$ cat config.mk
export PLATFORM = sky130hd
export DESIGN_NAME = drop_grid_engine
export DESIGN_NICKNAME = d
export VERILOG_FILES = /design/src/rtl/drop_grid_engine.sv
export SDC_FILE = /design/constraint.sdc
export NUM_CORES = 1
export LEC_CHECK = 0
export ABC_CLOCK_PERIOD_IN_PS = 2700
export CORE_AREA = 2 2 206 208
export DETAILED_ROUTE_END_ITERATION = 10
export DIE_AREA = 0 0 208 210
export SETUP_SLACK_MARGIN = 0.15
export SLEW_MARGIN = 15
export SYNTH_ARGS = -nofsm -noshare
export SYNTH_HDL_FRONTEND = slang
export SYNTH_SLANG_ARGS = --single-unit
$ cat constraint.sdc
create_clock -name clk -period 2.7 [get_ports clk]
set_clock_uncertainty 0.2 [all_clocks]
set_input_delay 0.675 -clock clk [delete_from_list [all_inputs] [get_ports clk]]
set_output_delay 0.675 -clock clk [all_outputs]
set_load 0.1 [all_outputs]
$ cat src/rtl/drop_grid_engine.sv
// drop_grid_engine: two-player drop-piece game with falling animation, win/draw detection and 16x16 red/green rendering
module drop_grid_engine #(
   parameter int COLS      = 4,
   parameter int ROWS      = 5,
   parameter int CELL_W    = 2,
   parameter int CELL_H    = 3,
   parameter int TICK_DIV  = 2,
   parameter int WIN_LEN   = 4,
   parameter int ALT_TURNS = 1
) (
   input  logic                    clk,
   input  logic                    RST,
   input  logic                    drop_req,
   input  logic [$clog2(COLS)-1:0] drop_col,
   input  logic                    drop_player,
   output logic                    busy,
   output logic                    rejected,
   output logic                    landed,
   output logic                    turn,
   output logic [1:0]              winner,
   output logic                    game_over,
   output logic [15:0][15:0]       RedPixels,
   output logic [15:0][15:0]       GrnPixels
);
   localparam int CW     = $clog2(COLS);
   localparam int RW     = $clog2(ROWS);
   localparam int TW     = TICK_DIV > 1 ? $clog2(TICK_DIV) : 1;
   localparam int PITCH  = CELL_W + 1;
   localparam int GRID_X = COLS * PITCH;
   localparam int GRID_Y = ROWS * CELL_H;

   typedef enum logic [1:0] {IDLE, FALL, LAND, CHECK} state_t;

   state_t          state, state_n;
   logic [COLS-1:0] occ [ROWS];
   logic [COLS-1:0] ply [ROWS];
   logic [COLS-1:0] mine [ROWS];
   logic [RW-1:0]   row;
   logic [CW-1:0]   col;
   logic            player;
   logic [TW-1:0]   tick;
   logic            can_drop, accept, refuse, wrap, below_free, falling, win;
   logic [ROWS*COLS*4-1:0] lines;
   logic [15:0][15:0] grid, red_n, grn_n;

   assign can_drop   = !game_over && int'(drop_col) < COLS && !occ[0][drop_col];
   assign wrap       = tick == TW'(TICK_DIV - 1);
   assign below_free = int'(row) + 1 < ROWS && !occ[row + RW'(1)][col];
   assign falling    = state == FALL || state == LAND;
   assign win        = |lines;

   // State register; reset also discards any falling piece
   always_ff @(posedge clk) begin
      state <= RST ? IDLE : state_n;
   end

   // Next state plus the accept/refuse strobes taken from IDLE
   always_comb begin
      state_n = state;
      accept  = 1'b0;
      refuse  = 1'b0;
      case (state)
         IDLE: begin
            accept  = drop_req && can_drop;
            refuse  = drop_req && !can_drop;
            state_n = accept ? FALL : IDLE;
         end
         FALL:    state_n = wrap && !below_free ? LAND : FALL;
         LAND:    state_n = CHECK;
         default: state_n = IDLE;
      endcase
   end

   // Falling piece, board contents, turn and game status
   always_ff @(posedge clk) begin
      if (RST) begin
         occ       <= '{default: '0};
         ply       <= '{default: '0};
         row       <= '0;
         col       <= '0;
         player    <= 1'b0;
         tick      <= '0;
         busy      <= 1'b0;
         rejected  <= 1'b0;
         landed    <= 1'b0;
         turn      <= 1'b0;
         winner    <= 2'b00;
         game_over <= 1'b0;
      end else begin
         busy     <= accept ? 1'b1 : (state == LAND ? 1'b0 : busy);
         rejected <= refuse;
         landed   <= state == LAND;
         if (accept) begin
            col    <= drop_col;
            player <= ALT_TURNS != 0 ? turn : drop_player;
            row    <= '0;
            tick   <= '0;
         end
         if (state == FALL) begin
            tick <= wrap ? '0 : tick + TW'(1);
            if (wrap && below_free) row <= row + RW'(1);
         end
         if (state == LAND) begin
            occ[row][col] <= 1'b1;
            ply[row][col] <= player;
            if (ALT_TURNS != 0) turn <= !turn;
         end
         if (state == CHECK) begin
            if (win) begin
               winner    <= player ? 2'b10 : 2'b01;
               game_over <= 1'b1;
            end else if (&occ[0]) begin
               game_over <= 1'b1;
            end
         end
      end
   end

   // Every line of WIN_LEN cells that fits on the board, from each start cell in four directions
   for (genvar r = 0; r < ROWS; r++) begin : g_r
      assign mine[r] = occ[r] & (player ? ply[r] : ~ply[r]);
      for (genvar c = 0; c < COLS; c++) begin : g_c
         for (genvar d = 0; d < 4; d++) begin : g_d
            localparam int DR = d == 0 ? 0 : 1;
            localparam int DC = d == 1 ? 0 : (d == 3 ? -1 : 1);
            localparam int ER = r + (WIN_LEN - 1) * DR;
            localparam int EC = c + (WIN_LEN - 1) * DC;
            if (ER < ROWS && EC >= 0 && EC < COLS) begin : g_fit
               logic [WIN_LEN-1:0] bits;
               for (genvar k = 0; k < WIN_LEN; k++) begin : g_k
                  assign bits[k] = mine[r + k * DR][c + k * DC];
               end
               assign lines[(r * COLS + c) * 4 + d] = &bits;
            end else begin : g_none
               assign lines[(r * COLS + c) * 4 + d] = 1'b0;
            end
         end
      end
   end

   // Per-pixel mapping: grid lines in both colours, cells coloured by owner or by the falling piece
   for (genvar y = 0; y < 16; y++) begin : g_y
      for (genvar x = 0; x < 16; x++) begin : g_x
         localparam bit ON_GRID = y <= GRID_Y && x <= GRID_X && (x % PITCH == 0 || y == GRID_Y);
         localparam bit IN_CELL = y < GRID_Y && x < GRID_X && x % PITCH != 0;
         assign grid[y][x] = ON_GRID;
         if (IN_CELL) begin : g_cell
            localparam int R = y / CELL_H;
            localparam int C = x / PITCH;
            logic here;
            assign here        = falling && row == RW'(R) && col == CW'(C);
            assign red_n[y][x] = (occ[R][C] && !ply[R][C]) || (here && !player);
            assign grn_n[y][x] = (occ[R][C] && ply[R][C]) || (here && player);
         end else begin : g_other
            assign red_n[y][x] = ON_GRID;
            assign grn_n[y][x] = ON_GRID;
         end
      end
   end

   // Pixel arrays refresh every cycle; reset shows the bare grid straight away
   always_ff @(posedge clk) begin
      RedPixels <= RST ? grid : red_n;
      GrnPixels <= RST ? grid : grn_n;
   end
endmodule

### Word level (Yosys, flattened, before mapping)

Cells that the tools add are included.

* multipliers: 0
* multiplexer cells: 32
* reduce and logical (&&, ||, !) cells: 209
* bitwise operators: 14
* $add $sub $neg: 3
* divide/modulo/power cells: 0
* shift-type cells: 0
* $lt $le $gt $ge: 7
* equal/unequal tests: 10

Operators with widths (count)
* $logic_and 1x1->1: 113
* $reduce_and 4->1: 18
* $logic_or 1x1->1: 41
* $mux 4: 8
* $logic_not 1->1: 27
* $and 4x4->4: 5
* $bwmux 20: 1
* $not 4->4: 5
* $or 20x20->20: 1
* $reduce_or 17->1: 1
* $bmux 4 s3: 1
* $demux 4 s3: 1
* $mux 1: 12
* $mux 3: 3
* $eq 2x2->1 const B: 4
* $ge 4x4->1 const B: 2
* $not 3->4: 2
* $eq 3x2->1 const B: 2
* $lt 2x3->1 const B: 2
* $pmux 2 s3: 1
* $reduce_bool 2->1: 3
* $add 3x1->4 const B: 1
* $bmux 1 s2: 2
* $eq 2x1->1 const B: 2
* other kinds (14): 17

* RAM bits: 0
* latch bits: 0
* memory bits (read-only): 0
* bits of input ports: 6
* output and inout port bits: 519
* flip-flop bits (word level): 126
* memories: 0

### Depth between registers and ports, before layout

* word-level depth: 13
* depth in mapped cells: 10
* depth with buffers taken out: 9

### Worst setup path before layout

No wires, ideal clock.

* kind: reg2reg
* from: register row[0]
* to: register row[2]
* buffers on the path: 2
* slack: 0.377 ns
* library setup time: 0.063 ns
* clock period less this slack: 2.323 ns
* arrival time: 2.060 ns
* stages on the path, launching flop included: 11
* path through: dfxtp_1 > buf_6 > buf_4 > inv_1 > ha_1 > a211oi_1 > a31oi_1 > a21oi_1 > and3_4 > mux2_4 > nor2_2

* word-level cells in the longest chain between the ends: 12

RTL lines
* start, declared: RTL line 38 `logic [RW-1:0] row;`
* start signal, assigned: RTL line 101 `if (wrap && below_free) row <= row + RW'(1);`
* $add 3x1->3: RTL line 48, 101
* $not 3->4 (not written as such): RTL line 48 `assign below_free = int'(row) + 1 < ROWS && !occ[row + RW'(1)][col];`
* $bmux 4 s3: RTL line 48
* $mux 4 (not written as such) (2 in series): RTL line 48
* $bmux 1 s2: RTL line 48
* $mux 1 (not written as such): RTL line 48
* $logic_not 1->1: RTL line 48
* $logic_and 1x1->1: RTL line 48
* $logic_and 1x1->1: RTL line 101
* $mux 3 *: RTL line 101
* $mux 3 *: RTL line 99 `if (state == FALL) begin`

Every way passes the cells marked *; elsewhere a longest branch is shown, timed or not. The select of a mux whose other input is x is not followed.
A chain may end at the register's enable or synchronous reset.

### Worst setup path after layout

* from: register player
* to: register winner[0]

* word-level cells in the longest chain between the ends: 5

RTL lines
* start, declared: RTL line 40 `logic player;`
* start signal, assigned: RTL line 95 `player <= ALT_TURNS != 0 ? turn : drop_player;`
* $mux 4: RTL line 121 `assign mine[r] = occ[r] & (player ? ply[r] : ~ply[r]);`
* $and 4x4->4: RTL line 121
* $reduce_and 4->1: RTL line 133 `assign lines[(r * COLS + c) * 4 + d] = &bits;`
* $reduce_or 17->1: RTL line 50 `assign win = |lines;`
* $reduce_and 2->1 (no source line)
* end signal, assigned: RTL line 110 `winner <= player ? 2'b10 : 2'b01;`
* end, declared: RTL line 20 `output logic [1:0] winner,`

Several ways; a longest one is shown, not always the timed one.

==> results <==
- The sequential cell area fraction in the yosys report is 0.243.
- After technology mapping, the gate count stands at 1007.
- The post-route antenna net violation count is 0.
- The worst setup timing slack at the placement stage is -0.0240 ns.
- The total design power is 0.00458 W.
- Based on the critical path, the design can be clocked at up to 405 MHz.
- The fraction of layout cells with a size suffix above 1 is 0.294.
- The worst path meets setup with 0.231 ns of slack.
- The signal on the critical path passes through or2_1, or4_1, a21oi_2, a2111o_1, nor4_2, buf_4, a21boi_2, mux2_4.
- Clock tree synthesis inserted a total of 9 buffers.
- The number of max-slew violations in the final report is 0.
- The power per unit of standard cell area is 540 nW/um^2.
- Together, buffers and inverters on the worst path number 1.
- The largest vdd supply drop is 308 uV.
- The weighted congestion reported at the end of routability-driven placement is 0.859.
- The overall global routing resource usage is 0.0830.
- Entering global routing, the biggest net connects 54 pins.
- The clock reaches the later pin of the worst-skew pair after 0.35 ns.
- The H-tree was split into 3 levels.
- Along the worst path, the maximum fanout reaches 7.
- Summed over all layers, the global routing overflow is 0.
- The run finished with clean final reports.
- In the final timing run, aggregate negative setup slack is 0 ns.
- The number of distinct standard cells referenced by the synthesized netlist is 51.
- The startpoint-to-endpoint class of the critical path is reg2reg.
- The critical path's largest stage delay is 0.44 ns.
- The net count of the finished layout is 1073.
- The data required time at the worst endpoint is 2.75 ns.
- The initial antenna violation count is 1.
- Of the post-synthesis cell area, the dominant cell type holds 0.449.
- The count of yosys warnings during synthesis is 0.
- The antenna diode count is 0.
- The overall routed net length is 20100 um.
- The final routed DRC violation total is 0.
- For this block, the initial DRC count from the detailed router was 280.
- After synthesis the netlist holds a flip-flop and latch count of 96.
- Compared with the post-synthesis result, the final layout area differs by 7.11%.
- The headroom to the max-slew limit is 0.471.
- The most used flip-flop cell after synthesis is sky130_fd_sc_hd__dfxtp_1.
- Setup violations remaining at the end of the flow were counted as 0.
- The total cell area at the placement stage is 8150 um^2.
- The average instance in the mapped netlist occupies 7.87 um^2.
- The depth of the worst register-to-register path is 8.
- The data arrival time of the critical path is 2.52 ns.
- The iteration count of the initial detailed-routing pass is 5.
- The most common cell after layout, fill and taps aside is sky130_fd_sc_hd__conb_1.
- The kind of end point of the critical path is a register.
- The clock sink total is 96.
- The number of placement rows is 75.
- The clock-pin slew on the worst setup and hold paths is 0.08 ns.
- The reported leakage power is 4.08 nW.
- The area occupied by multi-input gates is 3300 um^2.
- From bottom edge to top edge, the die measures 210 um.
- The area of the core is 41500 um^2.
- The global-route wire length before repair is 28000 um.
- The starting density of the core is 0.191.
- The via count of the first global-routing pass came to 4560.
- Dividing the detail-routed wire length by the instance count gives 12.6 um.
- The type of the most critical hold path is reg2reg.
- Of all flip-flops after synthesis, the portion carrying an async set or reset was 0.
- TritonCTS built the clock tree.
- The smallest clock period supported by the final layout is computed as 2.47 ns.
- The gate family responsible for the most delay along the worst path is simple AND/OR/NAND/NOR gates.
- The slowest library cell on the worst path is sky130_fd_sc_hd__or4_1.
- Summing all non-filler instances in the final layout gives an area of 8490 um^2.
- The sum of net half-perimeters after detailed placement is 16000 um.
- The largest total area in the synthesized netlist belongs to sky130_fd_sc_hd__buf_4.
- For the pin with the worst max-slew slack, the measured transition is 0.788 ns.
- Sorting the synthesized cells by area gives the leading types as sky130_fd_sc_hd__buf_4 45%, sky130_fd_sc_hd__dfxtp_1 24%, sky130_fd_sc_hd__nor2_1 5.2%.
- In this run, synthesis inferred 0 flip-flops with an integrated enable.
- Setup repair after global routing left no endpoint under its margin.
- Port buffering added 251 buffers.
- The cell depth of the worst hold path is 2.
- In the layout the commonest cells are 272 x sky130_fd_sc_hd__conb_1, 261 x sky130_fd_sc_hd__buf_4, 110 x sky130_fd_sc_hd__nor2_1, 94 x sky130_fd_sc_hd__dfxtp_1, 52 x sky130_fd_sc_hd__a21oi_1.
- Measured on the finished design, the core utilization comes to 0.205.
- The worst-case clock buffer depth is 2.
- In this run the number of cells on the critical path is 8.
- The x dimension of the die is 208 um.
- The clock root buffer master is sky130_fd_sc_hd__clkbuf_16.
- The number of placed I/O pins is 525.
- The number of max-cap violations is 0.
- In the finished design, the share of the clock period the worst path needs comes to 0.914.
- The synthesized cell area is 7920 um^2.
- The die covers 43700 um^2.
- The worst setup path is launched from a register.
- The number of vias per cell is 3.52.
- The filler cell count in the final layout is 4640.
- The hold violation count in the final report came to 0.
- The area taken by flip-flops and latches is 1920 um^2.
- The routed layout has 5642 vias.
## cells by family after synthesis
group | after synthesis | share of synthesized area
buffers and inverters | 517 | 0.472
AND/OR/NAND/NOR | 245 | 0.148
AO/OA/AOI/OAI | 112 | 0.0835
flip-flops | 96 | 0.243
multiplexers | 21 | 0.0335
adder cells (fa/ha/maj) | 9 | 0.0142
XOR/XNOR | 5 | 0.00553
other | 2 | 0.000948
## path summary, 6_finish.rpt
kind / startpoint / to / slack [ns]
worst max-delay path: player$_SDFFE_PP0P_ / winner[0]$_SDFFE_PP0P_ / 0.23
worst min-delay path: busy$_SDFFE_PP0P_ / busy$_SDFFE_PP0P_ / 0.27
worst max register to register: player$_SDFFE_PP0P_ / winner[0]$_SDFFE_PP0P_ / 0.23
worst min register to register: busy$_SDFFE_PP0P_ / busy$_SDFFE_PP0P_ / 0.27
## metal layers
layer	part of all wire	GRT usage
met1	0.38	0.0997
met2	0.51	0.150
met3	0.085	0.0125
met4	0.027	0.0293
met5	0.00065	0
## metrics by stage
step,hold slack (ns),std cells
finish,0.271,1602
global route,0.291,1602
CTS,0.275,1601
detailed placement,0.263,1585
global placement,0.260,1585
floorplan,0.284,1277
## tightest hold or removal path: stages, from the launching register on
cell and delay, ns:
sky130_fd_sc_hd__dfxtp_1 0.32, sky130_fd_sc_hd__nand2_1 0.06, sky130_fd_sc_hd__a21oi_1 0.06
## sequential cells by signal, summed over array words and instances (netlist names)
| name | flops |
|---|---|
| GrnPixels | 20 |
| RedPixels | 20 |
| occ | 20 |
| ply | 20 |
| row | 3 |
| col | 2 |
| state | 2 |
| winner | 2 |
| busy | 1 |
| game_over | 1 |
| landed | 1 |
| player | 1 |
| rejected | 1 |
| tick | 1 |
| turn | 1 |
## timing repair
action / in CTS / in global routing
gates cloned: 0 / 0
resized for setup: 3 / 3
pin swaps: 0 / 1
buffers inserted: 0 / 1
setup endpoints to repair: 3 / 4
hold buffers: 0 / 0
## cells in the mapped netlist, types with 3 or more instances
library cell and n:
sky130_fd_sc_hd__buf_4 474, sky130_fd_sc_hd__nor2_1 110, sky130_fd_sc_hd__dfxtp_1 96, sky130_fd_sc_hd__a21oi_1 55
sky130_fd_sc_hd__nand2_1 42, sky130_fd_sc_hd__clkbuf_1 27, sky130_fd_sc_hd__nor2b_1 23, sky130_fd_sc_hd__nand4_1 20
sky130_fd_sc_hd__o21ai_0 19, sky130_fd_sc_hd__a22oi_1 17, sky130_fd_sc_hd__mux2i_1 13, sky130_fd_sc_hd__and2_1 10
sky130_fd_sc_hd__ha_1 9, sky130_fd_sc_hd__inv_1 9, sky130_fd_sc_hd__nand3_1 8, sky130_fd_sc_hd__or4_1 7
sky130_fd_sc_hd__nand2b_1 5, sky130_fd_sc_hd__xnor2_1 5, sky130_fd_sc_hd__and3_1 4, sky130_fd_sc_hd__nor3_1 4
sky130_fd_sc_hd__a31oi_1 3, sky130_fd_sc_hd__mux2_4 3, sky130_fd_sc_hd__mux4_2 3
## power breakdown
| part | internal, W | switching [W] | total (W) |
|---|---|---|---|
| clock network | 0.000657 | 0.000644 | 0.00130 |
| logic | 0.0000530 | 0.00180 | 0.00185 |
| registers | 0.00142 | 0.0000109 | 0.00143 |
| total | 0.00213 | 0.00245 | 0.00458 |
## final cells by class
class / instances / share of cell area
multi-input cells: 664 / 0.389
repair buffers: 278 / 0.266
flip-flops and latches: 96 / 0.227
well taps: 539 / 0.0795
clock buffers: 9 / 0.0265
clock inverters: 7 / 0.00870
inverters: 9 / 0.00398
(Power assumes the default switching activity.)
